**src/rtl/multicycle_control_fsm.sv**
```systemverilog
// Multi-cycle RISC-V control FSM: steps each instruction through
// FETCH/DECODE/EXEC/MEM/WB, emits datapath strobes, handshakes with
// instruction/data memory (bounded wait), counts retired instructions.
// Optional build macro MULTICYCLE_CTRL_PERF_EN adds o_stall_cycles, a count
// of enabled cycles spent waiting on a memory ready.
module multicycle_control_fsm #(
    parameter int unsigned ALU_OP_W = 2,
    parameter int unsigned TIMEOUT  = 15,
    parameter int unsigned CNT_W    = 32
) (
    input  logic                i_clk,
    input  logic                i_arst_n,
    input  logic                i_en,
    input  logic [6:0]          i_opcode,
    input  logic                i_imem_ready,
    input  logic                i_dmem_ready,
    output logic                o_imem_req,
    output logic                o_dmem_req,
    output logic                o_dmem_we,
    output logic                o_ir_write,
    output logic                o_pc_write,
    output logic                o_branch,
    output logic                o_jump,
    output logic                o_alu_src,
    output logic [ALU_OP_W-1:0] o_alu_op,
    output logic                o_mem_2_reg,
    output logic                o_reg_write,
    output logic                o_busy,
    output logic                o_error,
`ifdef MULTICYCLE_CTRL_PERF_EN
    output logic [CNT_W-1:0]    o_stall_cycles,
`endif
    output logic [CNT_W-1:0]    o_retired
);

    localparam logic [ALU_OP_W-1:0] ALU_ADD    = ALU_OP_W'(0);
    localparam logic [ALU_OP_W-1:0] ALU_SUB    = ALU_OP_W'(1);
    localparam logic [ALU_OP_W-1:0] ALU_R_TYPE = ALU_OP_W'(2);

    localparam logic [6:0] OPC_R   = 7'b0110011;
    localparam logic [6:0] OPC_I   = 7'b0010011;
    localparam logic [6:0] OPC_BEQ = 7'b1100011;
    localparam logic [6:0] OPC_JAL = 7'b1101111;
    localparam logic [6:0] OPC_LW  = 7'b0000011;
    localparam logic [6:0] OPC_SW  = 7'b0100011;

    // Last wait count before a memory timeout; the TIMEOUT-th unready cycle faults.
    localparam logic [7:0] WAIT_LAST = 8'(TIMEOUT - 1);

    typedef enum logic [2:0] {
        StFetch,
        StDecode,
        StExec,
        StMem,
        StWb,
        StError
    } state_e;

    typedef enum logic [2:0] {
        OpR,
        OpI,
        OpBeq,
        OpJal,
        OpLw,
        OpSw
    } op_e;

    state_e              r_state;
    op_e                 r_op;
    logic [7:0]          r_wait;
    logic [ALU_OP_W-1:0] r_alu_op;
    logic                r_alu_src;
    logic                r_mem_2_reg;
    logic [CNT_W-1:0]    r_retired;

    op_e                 w_dec_op;
    logic                w_legal;
    logic [ALU_OP_W-1:0] w_dec_alu_op;
    logic                w_dec_alu_src;
    logic                w_in_fetch;
    logic                w_in_mem;

    // Classify the incoming opcode and pick the ALU controls used in EXEC.
    always_comb begin
        w_legal       = 1'b1;
        w_dec_op      = OpR;
        w_dec_alu_op  = ALU_ADD;
        w_dec_alu_src = 1'b1;
        case (i_opcode)
            OPC_R: begin
                w_dec_op      = OpR;
                w_dec_alu_op  = ALU_R_TYPE;
                w_dec_alu_src = 1'b0;
            end
            OPC_I:   w_dec_op = OpI;
            OPC_LW:  w_dec_op = OpLw;
            OPC_SW:  w_dec_op = OpSw;
            OPC_BEQ: begin
                w_dec_op      = OpBeq;
                w_dec_alu_op  = ALU_SUB;
                w_dec_alu_src = 1'b0;
            end
            OPC_JAL: w_dec_op = OpJal;
            default: w_legal = 1'b0;
        endcase
    end

    // Sequencer: state, opcode latch, wait counter, level outputs, retire count.
    // Nothing advances while i_en is low, so a ready seen then is ignored.
    always_ff @(posedge i_clk or negedge i_arst_n) begin
        if (!i_arst_n) begin
            r_state     <= StFetch;
            r_op        <= OpR;
            r_wait      <= '0;
            r_alu_op    <= ALU_ADD;
            r_alu_src   <= 1'b0;
            r_mem_2_reg <= 1'b0;
            r_retired   <= '0;
        end else if (i_en) begin
            unique case (r_state)
                StFetch: begin
                    if (i_imem_ready) begin
                        r_wait  <= '0;
                        r_state <= StDecode;
                    end else if (r_wait == WAIT_LAST) begin
                        r_wait      <= '0;
                        r_alu_op    <= ALU_ADD;
                        r_alu_src   <= 1'b0;
                        r_mem_2_reg <= 1'b0;
                        r_state     <= StError;
                    end else begin
                        r_wait <= r_wait + 8'd1;
                    end
                end
                StDecode: begin
                    if (w_legal) begin
                        r_op      <= w_dec_op;
                        r_alu_op  <= w_dec_alu_op;
                        r_alu_src <= w_dec_alu_src;
                        r_state   <= StExec;
                    end else begin
                        r_alu_op    <= ALU_ADD;
                        r_alu_src   <= 1'b0;
                        r_mem_2_reg <= 1'b0;
                        r_state     <= StError;
                    end
                end
                StExec: begin
                    unique case (r_op)
                        OpR, OpI: r_state <= StWb;
                        OpLw, OpSw: begin
                            r_wait  <= '0;
                            r_state <= StMem;
                        end
                        OpBeq, OpJal: begin
                            r_retired <= r_retired + CNT_W'(1);
                            r_state   <= StFetch;
                        end
                        default: r_state <= StError;
                    endcase
                end
                StMem: begin
                    if (i_dmem_ready) begin
                        r_wait <= '0;
                        if (r_op == OpLw) begin
                            r_mem_2_reg <= 1'b1;
                            r_state     <= StWb;
                        end else begin
                            r_retired <= r_retired + CNT_W'(1);
                            r_state   <= StFetch;
                        end
                    end else if (r_wait == WAIT_LAST) begin
                        r_wait      <= '0;
                        r_alu_op    <= ALU_ADD;
                        r_alu_src   <= 1'b0;
                        r_mem_2_reg <= 1'b0;
                        r_state     <= StError;
                    end else begin
                        r_wait <= r_wait + 8'd1;
                    end
                end
                StWb: begin
                    r_retired   <= r_retired + CNT_W'(1);
                    r_mem_2_reg <= 1'b0;
                    r_state     <= StFetch;
                end
                StError: r_state <= StError;
                default: r_state <= StError;
            endcase
        end
    end

    assign w_in_fetch = (r_state == StFetch);
    assign w_in_mem   = (r_state == StMem);

`ifdef MULTICYCLE_CTRL_PERF_EN
    logic [CNT_W-1:0] r_stall_cycles;

    // Count enabled cycles where a memory request is outstanding but not ready.
    always_ff @(posedge i_clk or negedge i_arst_n) begin
        if (!i_arst_n) begin
            r_stall_cycles <= '0;
        end else if (i_en && ((w_in_fetch && !i_imem_ready) || (w_in_mem && !i_dmem_ready))) begin
            r_stall_cycles <= r_stall_cycles + CNT_W'(1);
        end
    end

    assign o_stall_cycles = r_stall_cycles;
`endif

    // Single-cycle strobes are qualified by i_en so a frozen block drives nothing.
    assign o_imem_req  = i_en && w_in_fetch;
    assign o_ir_write  = i_en && w_in_fetch && i_imem_ready;
    assign o_pc_write  = i_en && w_in_fetch && i_imem_ready;
    assign o_branch    = i_en && (r_state == StExec) && (r_op == OpBeq);
    assign o_jump      = i_en && (r_state == StExec) && (r_op == OpJal);
    assign o_dmem_req  = i_en && w_in_mem;
    assign o_dmem_we   = i_en && w_in_mem && (r_op == OpSw);
    assign o_reg_write = i_en && (r_state == StWb);

    assign o_alu_op    = r_alu_op;
    assign o_alu_src   = r_alu_src;
    assign o_mem_2_reg = r_mem_2_reg;
    assign o_busy      = !(w_in_fetch || (r_state == StError));
    assign o_error     = (r_state == StError);
    assign o_retired   = r_retired;

endmodule

```
**config.mk**
```make
export PLATFORM = sky130hd
export DESIGN_NAME = multicycle_control_fsm
export DESIGN_NICKNAME = d
export VERILOG_FILES = /design/src/rtl/multicycle_control_fsm.sv
export SDC_FILE = /design/constraint.sdc
export NUM_CORES = 1
export LEC_CHECK = 0
export CORE_MARGIN = 5
export CORE_UTILIZATION = 30
export CTS_CLUSTER_SIZE = 12
export DETAILED_ROUTE_END_ITERATION = 6
export SYNTH_ARGS = -nofsm -noshare
export SYNTH_HDL_FRONTEND = slang
export SYNTH_SLANG_ARGS = --single-unit
```
**constraint.sdc**
```tcl
create_clock -name i_clk -period 1.75 [get_ports i_clk]
set_input_delay 0.175 -clock i_clk [delete_from_list [all_inputs] [get_ports i_clk]]
set_output_delay 0.175 -clock i_clk [all_outputs]
set_load 0.03 [all_outputs]
```
==> metrics.txt <==
final setup margin -0.0320 ns; Die Span X between 100 and 150 um; setup TNS -0.133 ns; register bit total from synthesis 50; crit-path leading delay family compound AO/OA/AOI/OAI gates; Hold Crit Class primary input to asynchronous set/reset pin; design area 4140 um^2; sequential-to-total area share from yosys stat between 40% and 50%; slowest CP cell or3b_4; Seq pwr share 39.4%; crit-path cells or3b_4, a211o_4, o211ai_4, buf_6, nor3_2, xor2_1; XOR/XNOR share of the synthesized area 12.6%; Tcrit/Tclk final 102%; EDFF count, synth 0; crit path time final between 1.5 and 2 ns; first-pass GRT wire length 11.8 mm; status complete, but fails checks; Antenna Nets Post-Route 0; Initial DRC Count 110; Ys Warns 0; pre-CTS WS -0.183 ns; Die Span Y 106 um; Clock Power Share 19.5%; FP Rows 35; CP Class flop to flop; Switching Fraction 36.2%; Max Freq 0.561 GHz; Slew headroom 75.3%; DIE AREA between 10000 and 15000 um^2; Via density just under 5; Least-Margin Pin Slew 0.371 ns; Required @ worst endpoint roughly 1.9 ns; H-tree levels 2; # diodes 0; CTS tree done; CP startpoint kind flop; ys async rst share 100%; share of layout cells above drive strength 1 29.4%; Max Cap Viol 0; number of CTS-inserted buffers 5; vias in the first global route 2443; LEAKAGE 1.83 nW; Cell Pwr Density ~880 nW/um^2; vias 2510; Mapped Nets roughly 300; total gr overflow 0; Mapped Cells 283; internal power 2.31 mW; DRC viols 0; I/O pin cnt 58; Comb power frac 41.2%; top_reg_cell synth dfrtp_1; worst-skew pair later-pin latency 0.30 ns; compound-cell area share of the yosys netlist 11.1%; Wirelength per Cell 14.5 um; clock slew at reported path FFs 0.09 ns; drt pass-1 iters 4; initial antenna violation count 0; Initial Util between 30% and 40%; post-synthesis mux area share 0.766%; CP Max Fanout 5; clk sink count 50; Final Slew Violations 0; final-report setup violation count 7; RD Place Congestion 0.873; largest net degree at the start of global routing 25; area delta synth->final 49.2%; Final Core Density 45.5%; Setup Skew roughly 0.0059 ns; Mapped Area 2780 um^2; hold_ws 0.314 ns; CTS root buf clkbuf_8; Simple-Gate Fraction of Synth Area approximately 26%; switching power around 1.3 mW; Tot GR Track Use 12.8%; main combinational cell family by area after synthesis simple AND/OR/NAND/NOR gates; Worst VDD drop approximately 700 uV; placed cell areas 3810 um^2; Post-Synth Adder-Cell Area 1.35%; Largest register FFs 32; Core Region 9110 um^2; fin cells 509; routed wire length around 7.4 mm; PortBufs 57; nets 412; Inst Count DP 493; unrepaired setup endpoints after global routing yes; post-DP HPWL 5.37 mm; failing checks negative setup slack; clock buffer depth 2; Worst Setup End Kind flop; crit path DAT 1.97 ns; Mapped Avg Cell Area just under 10 um^2; Unique masters post-synth between 50 and 60; endpoints failing hold 0; CP bufs+invs 1; total power 3.62 mW; Worst path max stage delay 0.40 ns
==> logic make-up after synthesis <==
kind of cell,Yosys count
AOI/OAI and AO/OA,39
xor gates and xnor gates,40
adders and majority gates,3
buffers and inverters,20
DFF,50
muxes,2
and+or+nand+nor,129
==> metal layers <==
layer	wire, um	track usage [%]
met1	3630	18.1
met2	3360	19.6
met3	293	2.85
met4	80	3.33
met5	0	0
==> final cells by class <==
cell class	instances	area [um^2]
fillers	863	4970
multi-input cells	214	1610
flip-flops and latches	50	1260
repair buffers	115	1010
well taps	111	139
clock buffers	7	86.3
inverters	11	41.3
clock inverters	1	5.00
==> path summary, 6_finish.rpt <==
kind                               start            end  slack, ns  depth (start not counted)
setup / recovery                 r_op[1]  o_retired[25]      -0.03                          6
hold / removal                  i_arst_n  o_retired[15]       0.31                          2
setup reg to reg                 r_op[1]  o_retired[25]      -0.03                          6
hold reg to reg            o_retired[31]  o_retired[31]       0.48                          1
max in group asynchronous       i_arst_n   o_retired[0]       0.91                          3
min in group i_clk         o_retired[31]  o_retired[31]       0.48                          1
==> power by group through the flow <==
stage / sequential (mW) / combinational, mW / clock (mW)
2_1_floorplan: 1.53 / 0.613 / 0
3_3_place_gp: 1.45 / 1.35 / 0
3_5_place_dp: 1.45 / 1.35 / 0
4_1_cts: 1.43 / 1.37 / 0.728
5_1_grt: 1.45 / 1.60 / 0.771
6_report: 1.43 / 1.49 / 0.706
==> placed cells by master (no fill, tap or decap), types with 3 or more instances in the layout <==
| cell type | Yosys | layout |
|---|---|---|
| nor2_1 | 15 | 14 |
| nand3_1 | 11 | 10 |
| and2_1 | 7 | 7 |
| o41ai_1 | 3 | 3 |
| o21ai_0 | 5 | 4 |
| nor2b_1 | 8 | 5 |
| buf_6 | 1 | 5 |
| clkdlybuf4s50_1 | 0 | 46 |
| and3_1 | 10 | 7 |
| nand4_1 | 16 | 16 |
| dfrtp_2 | 0 | 5 |
| nor3_2 | 0 | 8 |
| xnor2_1 | 23 | 22 |
| o22ai_1 | 3 | 3 |
| xor2_1 | 17 | 17 |
| dfrtp_1 | 50 | 45 |
| and4_1 | 6 | 6 |
| buf_4 | 2 | 58 |
| nor3_1 | 13 | 4 |
| clkbuf_8 | 0 | 6 |
| nand2_1 | 24 | 22 |
| o211a_4 | 2 | 3 |
| nand2b_1 | 4 | 3 |
| ha_1 | 3 | 3 |
| inv_1 | 11 | 10 |
| o211ai_1 | 3 | 3 |
==> cells in the mapped netlist, drive strengths merged (2+ instances only) <==
| cell type | count | share of area (%) |
|---|---|---|
| nor3 | 13 | 2.3 |
| o21a | 2 | 0.59 |
| inv | 11 | 1.5 |
| nor4 | 2 | 0.45 |
| a2bb2oi | 2 | 0.63 |
| o21bai | 2 | 0.54 |
| nand3b | 2 | 0.54 |
| nand3 | 12 | 2.3 |
| nand4b | 2 | 0.63 |
| o22ai | 3 | 0.68 |
| xor2 | 17 | 5.4 |
| nand4 | 16 | 3.6 |
| o21ai | 5 | 0.90 |
| a211oi | 4 | 1.1 |
| ha | 3 | 1.4 |
| xnor2 | 23 | 7.3 |
| a31oi | 2 | 0.45 |
| o211ai | 4 | 1.3 |
| dfrtp | 50 | 45 |
| and4 | 6 | 1.9 |
| nand2 | 24 | 3.2 |
| o211a | 2 | 1.3 |
| o31ai | 2 | 0.54 |
| or3 | 2 | 0.45 |
| buf | 7 | 1.7 |
| nor2 | 15 | 2.0 |
| and3 | 10 | 2.3 |
| a21oi | 2 | 0.36 |
| clkbuf | 2 | 0.27 |
| and2 | 8 | 1.8 |
| nor2b | 8 | 1.8 |
| or2 | 2 | 0.45 |
| o41ai | 3 | 0.95 |
| nand2b | 4 | 0.90 |
==> repair_timing <==
| item | 4_1_cts | 5_1_grt |
|---|---|---|
| endpoints found under the hold margin | 13 | 0 |
| resized for setup | 16 | 32 |
| hold buffers | 1 | 0 |
| buffers inserted | 0 | 6 |
| pin swaps | 3 | 6 |
| endpoints found under the setup margin | 22 | 43 |
| gates cloned | 0 | 1 |
No activity file was read; power rests on OpenSTA's default activity.
